<file path="src/rtl/bcd_display_mux.sv">
// bcd_display_mux: four-digit multiplexed common-anode seven-segment driver.
// Captures a packed BCD value on load, then scans one digit at a time through
// the display. Leading zeros can be blanked.
//
// Ports:
//   clk   in   1   system clock, rising edge
//   rst   in   1   synchronous active-high reset
//   bcd   in  16   packed BCD {thousands, hundreds, tens, units}
//   load  in   1   capture strobe for bcd into the shadow register
//   an    out  4   digit enables, active-low, an[0] = units digit
//   seg   out  7   segments, active-low, {g,f,e,d,c,b,a}
module bcd_display_mux #(
  parameter int unsigned REFRESH_DIV = 50000,
  parameter int unsigned BLANK_LZ    = 1
) (
  input  logic        clk,
  input  logic        rst,
  input  logic [15:0] bcd,
  input  logic        load,
  output logic [3:0]  an,
  output logic [6:0]  seg
);

  localparam int unsigned CW = (REFRESH_DIV > 1) ? $clog2(REFRESH_DIV) : 1;
  localparam logic [CW-1:0] CNT_LAST = CW'(REFRESH_DIV - 1);

  localparam logic [6:0] SEG_BLANK = 7'b1111111;
  localparam logic [6:0] SEG_DASH  = 7'b0111111;

  logic [15:0]   val;
  logic [CW-1:0] cnt;
  logic [1:0]    idx;
  logic          tick;

  logic [3:0]    nib;
  logic [6:0]    seg_dec;
  logic          nz1, nz2, nz3;
  logic          blank;

  assign tick = (cnt == CNT_LAST);

  // Shadow register, prescaler and digit index
  always_ff @(posedge clk) begin
    if (rst) begin
      val <= 16'h0000;
      cnt <= '0;
      idx <= 2'd0;
    end else begin
      if (load) begin
        val <= bcd;
      end
      if (tick) begin
        cnt <= '0;
        idx <= idx + 2'd1;
      end else begin
        cnt <= cnt + CW'(1);
      end
    end
  end

  // Nibble select for the active digit
  always_comb begin
    nib = val[3:0];
    case (idx)
      2'd0: nib = val[3:0];
      2'd1: nib = val[7:4];
      2'd2: nib = val[11:8];
      2'd3: nib = val[15:12];
      default: nib = val[3:0];
    endcase
  end

  // BCD to active-low gfedcba; invalid nibbles show a centre dash
  always_comb begin
    seg_dec = SEG_DASH;
    case (nib)
      4'd0: seg_dec = 7'b1000000;
      4'd1: seg_dec = 7'b1111001;
      4'd2: seg_dec = 7'b0100100;
      4'd3: seg_dec = 7'b0110000;
      4'd4: seg_dec = 7'b0011001;
      4'd5: seg_dec = 7'b0010010;
      4'd6: seg_dec = 7'b0000010;
      4'd7: seg_dec = 7'b1111000;
      4'd8: seg_dec = 7'b0000000;
      4'd9: seg_dec = 7'b0010000;
      default: seg_dec = SEG_DASH;
    endcase
  end

  // nzK: some nibble from K up to 3 is non-zero (invalid codes count as non-zero)
  assign nz3 = (val[15:12] != 4'd0);
  assign nz2 = nz3 | (val[11:8] != 4'd0);
  assign nz1 = nz2 | (val[7:4] != 4'd0);

  // Digit 0 is never blanked so a zero value still shows one "0"
  always_comb begin
    blank = 1'b0;
    if (BLANK_LZ != 0) begin
      case (idx)
        2'd1: blank = ~nz1;
        2'd2: blank = ~nz2;
        2'd3: blank = ~nz3;
        default: blank = 1'b0;
      endcase
    end
  end

  // Registered outputs: an and seg always move on the same edge
  always_ff @(posedge clk) begin
    if (rst) begin
      an  <= 4'b1111;
      seg <= SEG_BLANK;
    end else if (blank) begin
      an  <= 4'b1111;
      seg <= SEG_BLANK;
    end else begin
      an  <= ~(4'b0001 << idx);
      seg <= seg_dec;
    end
  end

endmodule

</file>
<file path="config.mk">
export PLATFORM = sky130hd
export DESIGN_NAME = bcd_display_mux
export DESIGN_NICKNAME = d
export VERILOG_FILES = /design/src/rtl/bcd_display_mux.sv
export SDC_FILE = /design/constraint.sdc
export NUM_CORES = 1
export LEC_CHECK = 0
export BUFFER_PORTS_ARGS = -buffer_cell sky130_fd_sc_hd__buf_2
export CORE_MARGIN = 1
export CORE_UTILIZATION = 45
export CTS_BUF_LIST = sky130_fd_sc_hd__clkbuf_4 sky130_fd_sc_hd__clkbuf_8
export DETAILED_ROUTE_END_ITERATION = 10
export HOLD_SLACK_MARGIN = 0.08
export PLACE_DENSITY = 0.69
export SYNTH_ARGS = -nofsm -noshare
export SYNTH_HDL_FRONTEND = slang
export SYNTH_SLANG_ARGS = --single-unit
export TNS_END_PERCENT = 1
</file>
<file path="constraint.sdc">
create_clock -name clk -period 3 [get_ports clk]
set_input_delay 0.6 -clock clk [delete_from_list [all_inputs] [get_ports clk]]
set_output_delay 0.6 -clock clk [all_outputs]
set_load 0.005 [all_outputs]
</file>
# --- Yosys cells after proc, flatten, opt, wreduce, memory -nomap -nowiden ---
# Memories as Yosys holds them, arrays and structs flattened. A register that Yosys moved wholly into a read port is not among the register bits.
# Cells that the tools add are included.
classes:
  addsub: 2
  multipliers: 0
  div_mod_pow: 0
  order_cmp: 0
  eq_ne: 4
  n_shift: 1
  n_mux: 2
  n_bitwise: 6
  reduce_logical: 6
ops:
  columns: ["cell", "n"]
  rows:
  - ["16-bit by 1-bit adder with 16-bit output (second input constant)", 1]
  - ["16-bit equality test (second input constant)", 1]
  - ["4-bit case mux with 4 select lines", 1]
  - ["4-bit nonzero test", 3]
  - ["2-bit equality test (second input constant)", 2]
  - ["4-bit inverter", 1]
  - ["2-bit OR reduction", 2]
  - ["1-bit by 2-bit << shifter with 4-bit output (first input constant)", 1]
  - ["1-bit inverter", 3]
  - ["1-bit case mux with 3 select lines", 1]
  - ["2-bit by 1-bit adder with 2-bit output (second input constant)", 1]
  - ["2-bit by 1-bit equality test with 1-bit output (second input constant)", 1]
  - ["2-bit zero test", 1]
  - ["1-bit bitwise OR", 2]
word_totals:
  register_bits: 38
  latchBits: 0
  mem_bits_rw: 0
  romBits: 112
  in_bits: 19
  out_inout_bits: 11
  memories: 1
mem_list:
  columns: ["name", "words", "width", "rd", "rd_clocked_by_memory_dff", "write_ports", "line_no", "text"]
  rows:
  - ["(no name shown)", 16, 7, 1, 1, 0, "76", "case (nib)"]

# --- Logic depth before layout (Yosys ltp) ---
# Gate-level depths: netlist (run 1).
logic_depth:
  ltp_word: 6
  mapped_depth: 8

# --- Worst setup path after synthesis (run 1) ---
# Ideal clock, no wire load.
synth_path:
  kind: "reg-to-reg"
  start: "register idx[0]"
  end: "register seg[3]"
  setup_ps: 79
  arrival_time_ps: 1881
  slack_ps: 1040
  path_stages_with_launch: 9
  synth_period_minus_slack_ps: 1960
  path_cell_list: "dfxtp_1 -> inv_1 -> ha_1 -> buf_2 -> mux2i_1 -> inv_1 -> ha_1 -> or2b_1 -> o211ai_1"
synth_via:
  elab_chain_len: 3
  word_cells_on_any_way: 7
  classes_between: "eq/ne (3); mux (2); reduce/logical (2)"
synth_lines:
  columns: ["item", "line_no", "text"]
  rows:
  - ["start: declaration", "32", "logic [1:0] idx;"]
  - ["start signal: assignment", "54", "idx <= idx + 2'd1;"]
  - ["2-bit equality test / 2-bit by 1-bit equality test with 1-bit output (equally long branches)", "64, 100", null]
  - ["1-bit case mux with 3 select lines", "100", "case (idx)"]
  - ["2-bit OR reduction (no source line)", null, null]
  - ["end: declaration", "21", "output logic [6:0] seg"]
# Several ways; a longest one is shown, not always the timed one.
# A chain may end at the register's enable or synchronous reset.

# --- Final worst setup path (run 1) ---
# Ends and elaborated chain as after synthesis.

==> results.md, run 1 <==
* CTS buffer count at 5
* Pwr per Cell Area at 496 mW/mm²
* Reg2reg setup slack at 750 ps
* Core area at ~0.004 mm²
* GR Util met1 at 19.6%
* Layout cells sized above 1 at 17.9%
* Via density at around 5.2
* Site Rows at 23
* Routing usage on met2 at 29.4%
* Post-Route WL at 3510 µm
* Full die area at 0.00469 mm²
* Final-report max-slew violation count at 0
* WL/cell at 12.3 µm
* GRT met3 Usage at about 4.8%
* Final hold violations at 0
* Largest net degree at the start of global routing at 21
* Most common cell after layout, fill and taps aside: dfxtp_1
* Resized Gates After CTS at 0
* Vias in the first global route at 1364
* Detailed router's first-iteration violation count at 180
* Grt total ovfl at 0
* Gate Count Post-Synth at 206
* Nets at 263
* Tightest Pin Transition at 552 ps
* Post-DP Area at 0.00216 mm²
* Post-CTS setup buffers at 0
* Setup crit end kind: register
* Fin crit period at 2250 ps
* Worst vdd ir at 0.307 mV
* Sequential element share of the synthesized area at 45.3%
* F_max at 445 MHz
* Hold slack at about 460 ps
* Worst-path clk slew at 80 ps
* Final Cycle Share at 74.9%
* Die Y at 68.5 µm
* FILL cells at 402
* Mapped Nets at 234
* CTS Hold Buffers Added at 0
* Unrepaired setup endpoints after global routing: false
* Die Wd at 68.5 µm
* CTS root buf: clkbuf_8
* Total power at 1.11 mW
* Wire length of the first global-routing pass at 5910 µm
* Starting Density at 48.3%
* Post-Syn Area per Cell at around 9.7 µm²
* Post-Syn Area at 0.00199 mm²
* Number of library cell types mapped by synthesis at 38
* H-Tree Depth at 2
* CTS tree: done
* Clk_lat worst skew at 290 ps
* Area Overhead vs Synth at 12.9%
* Top cells by area, synth: dfxtp_1 (45%), mux2i_1 (9.6%), nor2_1 (7.5%)
* Area fraction of the dominant cell type after synthesis at 45.3%
* FF-to-FF End: seg[3]
* Final instance area at 0.00225 mm²
* CP max FO at 8
* R2r startpoint: idx[0]
* Flops & latches, synth at 45
* Status: finished, final reports clean
* CTS max path bufs at 2
* GRT Util Overall at 17.1%
* Initial antenna violation count at 0
* Top cell type by total area after synthesis: dfxtp_1
* GP Congestion at about 0.75
* WHS Path Cells at 1
* Detailed Place HPWL at 2510 µm
* Most frequent cells in the layout: dfxtp_1 (45), nor2_1 (40), buf_2 (29)
* # port buffers at 29
* Final antenna-violating net count at 0
* Final setup fails at 0
* Hold crit path type: register to register
* Hold EP: cnt[0]
* DR pass1 iterations at 6
* TritonCTS Sinks at 45
* FF-to-FF path depth at 7
* Number of I/O pins at 30
* WP data required at around 3200 ps
* Relative slew slack at 62.2%
* Setup TNS at 0 ps
* CP arrival at 2460 ps
* Leakage Power at 0.919 nW
* Max Cap Viol at 0
* Synth warnings at 0
* Startpoint class of the critical path: register
* Clk_skew at about 5.3 ps
* DRC Markers at 0
* CP Class: register to register
* # diodes at 0
* HP Start: cnt[0]
* Via count at 1477
* GR peak layer: met2
[cells by family after synthesis]
kind of cell	after synthesis	share of synthesized area (%)
multiplexers	23	11.9
AO/OA/AOI/OAI	17	7.11
XOR/XNOR	15	6.60
flip-flops	45	45.3
buffers and inverters	19	4.53
AND/OR/NAND/NOR	78	18.9
adder cells (fa/ha/maj)	9	5.66
[Yosys cell counts]
cell type and instances:
nand2_1 8, buf_6 1, or2b_1 1, buf_1 1
nand4b_1 1, inv_1 11, buf_4 2, xor2_1 1
a21o_2 1, mux2i_2 1, o21ai_0 1, nor3_1 5
o311ai_1 1, o211ai_1 3, dfxtp_1 45, and3_1 1
nand4_2 1, nand2b_1 1, nor4b_1 1, nand3_1 7
mux2i_1 19, clkbuf_1 1, a221oi_1 1, a211oi_4 1
nor2_1 40, o21ai_1 2, mux2_2 1, nand4_1 3
xnor2_1 14, mux2_1 2, a211oi_1 1, or4_1 2
a222oi_1 4, a21oi_1 2, buf_2 3, nor4_1 5
nor4bb_1 2, ha_1 9
[flip-flops by register name, indices dropped and copies added, names as in the netlist]
register  cells
seg           7
val          16
cnt          16
an            4
idx           2
[stage by stage]
stage	util [%]	setup WS (ps)	std cells
after floorplan	-	1040	206
after global routing	54.6	607	285
after detailed placement	52.4	772	278
final	54.6	754	285
after global placement	52.4	881	278
after CTS	54.6	748	285
[layer usage]
metal | vias up | wire, µm
met1 | 664 | 1620
met2 | 34 | 1670
li1 | 770 | -
met3 | 9 | 152
met5 | - | 0
met4 | 0 | 61
[worst max-delay path by stage]
stage / from / end / slack [ps] / cells after the start
2_1_floorplan: idx[0] / seg[3] / 1040 / 8
3_3_place_gp: idx[0] / seg[3] / 880 / 7
3_5_place_dp: idx[0] / seg[3] / 770 / 7
4_1_cts: idx[0] / seg[3] / 750 / 7
5_1_grt: idx[0] / seg[3] / 610 / 7
6_report: idx[0] / seg[3] / 750 / 7
[where the power goes]
part	leakage, nW	internal [mW]	switching (mW)
registers	0.369	0.623	0.0146
clock network	0.0477	0.192	0.187
logic	0.502	0.0467	0.0510
[critical path: stages (launching register included)]
cell and delay [ps]:
dfxtp_1 330, inv_1 130, ha_1 400, mux2i_1 550, inv_1 140, ha_1 310, or2b_1 220, o211ai_1 80
[final cells by class]
class / count / area, µm² / share of cell area (%)
Multi-Input combinational cell: 142 / 998 / 44.5
Sequential cell: 45 / 901 / 40.1
Timing Repair Buffer: 30 / 153 / 6.80
Clock buffer: 7 / 90.1 / 4.01
Tap cell: 50 / 62.6 / 2.79
Inverter: 11 / 41.3 / 1.84
Power figures use the tool's default switching activity.
==> run 2: changes to the inputs <==
- clock period: 3 -> 2.08 ns (I/O delays scaled with it)
==> results.md, run 2 (synthesis results as in run 1) <==
* CTS buffer count at 5 (unchanged)
* Full die area at 0.00469 mm² (unchanged)
* Relative slew slack at 65.5% (+3.3 points)
* WP data required at 2260 ps (-960 ps)
* Via count at 1501 (+1.6%)
* CTS root buf: clkbuf_8
* Post-Route WL at 3560 µm (+1.4%)
* Most common cell after layout, fill and taps aside: dfxtp_1
* Die Wd at 68.5 µm (unchanged)
* Setup crit end kind: register
* Number of I/O pins at 30 (unchanged)
* Wire length of the first global-routing pass at 5680 µm (-4.0%)
* # port buffers at 29 (unchanged)
* Unrepaired setup endpoints after global routing: false
* Status: finished, final reports clean
* F_max at 522 MHz (+17%)
* CTS max path bufs at 2 (unchanged)
* Setup TNS at 0 ps (unchanged)
* H-Tree Depth at 2 (unchanged)
* Detailed router's first-iteration violation count at 81 (-55%)
* Most frequent cells in the layout: dfxtp_1 (43), nor2_1 (40), buf_2 (29)
* CP top delay family: multiplexers
* Seq pwr share at 57.1% (about the same)
* Die Y at 68.5 µm (unchanged)
* Detailed Place HPWL at 2530 µm (+0.74%)
* DRC Markers at 0 (unchanged)
* Final antenna-violating net count at 0 (unchanged)
* Leakage Power at 0.943 nW (+2.7%)
* Layout cells sized above 1 at 21.3% (+3.5 points)
* WL/cell at 12.3 µm (about the same)
* GRT Util Overall at 16.7% (-0.37 points)
* Worst vdd ir at 0.390 mV (+27%)
* Grt total ovfl at 0 (unchanged)
* TritonCTS Sinks at 45 (unchanged)
* Total power at 1.61 mW (+45%)
* Largest regs: cnt: 16 flops, val: 16 flops, seg: 7 flops
* Final Cycle Share at 92.1% (+17 points)
* Slowest-stage cell, CP: mux2_1
* CP arrival at 2090 ps (-370 ps)
* Buf/Inv on CP at 2 (unchanged)
* Nets at 267 (+1.5%)
* CP Class: register to register
* Vias in the first global route at 1307 (-4.2%)
* Sw Ratio at 22.6% (-0.068 points)
* Max Cap Viol at 0 (unchanged)
* CP max FO at 5 (-3)
* Core area at 0.00412 mm² (unchanged)
* # diodes at 0 (unchanged)
* Initial antenna violation count at 0 (unchanged)
* Startpoint class of the critical path: register
* Clock Power Share at 33.8% (-0.2 points)
* GP Congestion at 0.821 (+9.2%)
* CP cell instances: inv_1, ha_1, buf_4, mux2_1, a211oi_4, o211ai_1
* DR pass1 iterations at 4 (-2)
* Final-report max-slew violation count at 0 (unchanged)
* Starting Density at 48.3% (unchanged)
* Final hold violations at 0 (unchanged)
* Internal power at 1.25 mW (+45%)
* Fin crit period at 1920 ps (-330 ps)
* Clk_skew at 2.41 ps (-2.92 ps)
* Worst-path clk slew at 80 ps (about the same)
* Gate power share at 9.1% (+0.3 points)
* Pwr per Cell Area at 703 mW/mm² (+42%)
* Psw at 364 µW (+44%)
* Area Overhead vs Synth at 15.2%
* Tightest Pin Transition at 508 ps (-43.8 ps)
* CTS Hold Buffers Added at 0 (unchanged)
* Site Rows at 23 (unchanged)
* FILL cells at 391 (-2.7%)
* Via density at 5.19 (+0.22%)
* Final setup fails at 0 (unchanged)
* Clk_lat worst skew at 300 ps (about the same)
* Largest net degree at the start of global routing at 21 (unchanged)
* Largest stage delay on the critical path at 420 ps (-130 ps)
* Hold crit path type: primary input to register
* CTS tree: done
[run 2: per-layer routing]
layer	track usage (%)	vias to the layer above	part of all wire [%]
met1	19.0	678	45
li1	-	777	-
met4	6.25	0	1.5
met2	27.7	39	48
met5	0	-	0
met3	6.91	7	5.5
[run 2: final timing paths]
check | startpoint | endpoint | slack, ps | cells past startpoint
worst max-delay path | idx[0] | seg[0] | 160 | 6
worst min-delay path | bcd[5] | val[5] | 350 | 3
worst max register to register | idx[0] | seg[0] | 160 | 6
worst min register to register | cnt[0] | cnt[0] | 460 | 1
[run 2: tightest hold or removal path: cells and delay by family]
family,cells,cell delay [ps]
buf+inv,1,70
simple gates,1,70
mux,1,50
[run 2: what timing repair did]
action                                  in CTS  in global routing
setup buffers                                0                  0
endpoints found under the setup margin       0                  5
resized for setup                            0                  6
[run 2: through the flow]
| stage | util [%] | cell area [µm²] | hold WS [ps] | setup slack, ps | instances |
|---|---|---|---|---|---|
| after CTS | 55.3 | 2280 | 347 | 32.2 | 289 |
| after detailed placement | 53.1 | 2190 | 455 | 52.2 | 282 |
| final | 55.7 | 2290 | 350 | 164 | 289 |
| after global placement | 53.1 | 2190 | 446 | 111 | 282 |
| after floorplan | - | 1990 | 429 | 120 | 206 |
| after global routing | 55.7 | 2290 | 350 | 16.9 | 289 |
[run 2: power groups by stage]
stage / Sequential [mW] / Combinational, mW / Clock, mW
2_1_floorplan: 0.936 / 0.0990 / 0
3_3_place_gp: 0.939 / 0.144 / 0
3_5_place_dp: 0.939 / 0.146 / 0
4_1_cts: 0.919 / 0.147 / 0.566
5_1_grt: 0.926 / 0.165 / 0.617
6_report: 0.920 / 0.146 / 0.544
[run 2: final cells by class]
class                           instances  area (µm²)  share of cell area [%]
Tap cell                               50        62.6                    2.73
Clock buffer                            7        90.1                    3.93
Timing Repair Buffer                   34         183                    7.97
Multi-Input combinational cell        142        1010                    44.2
Sequential cell                        45         903                    39.4
Inverter                               11        41.3                    1.80
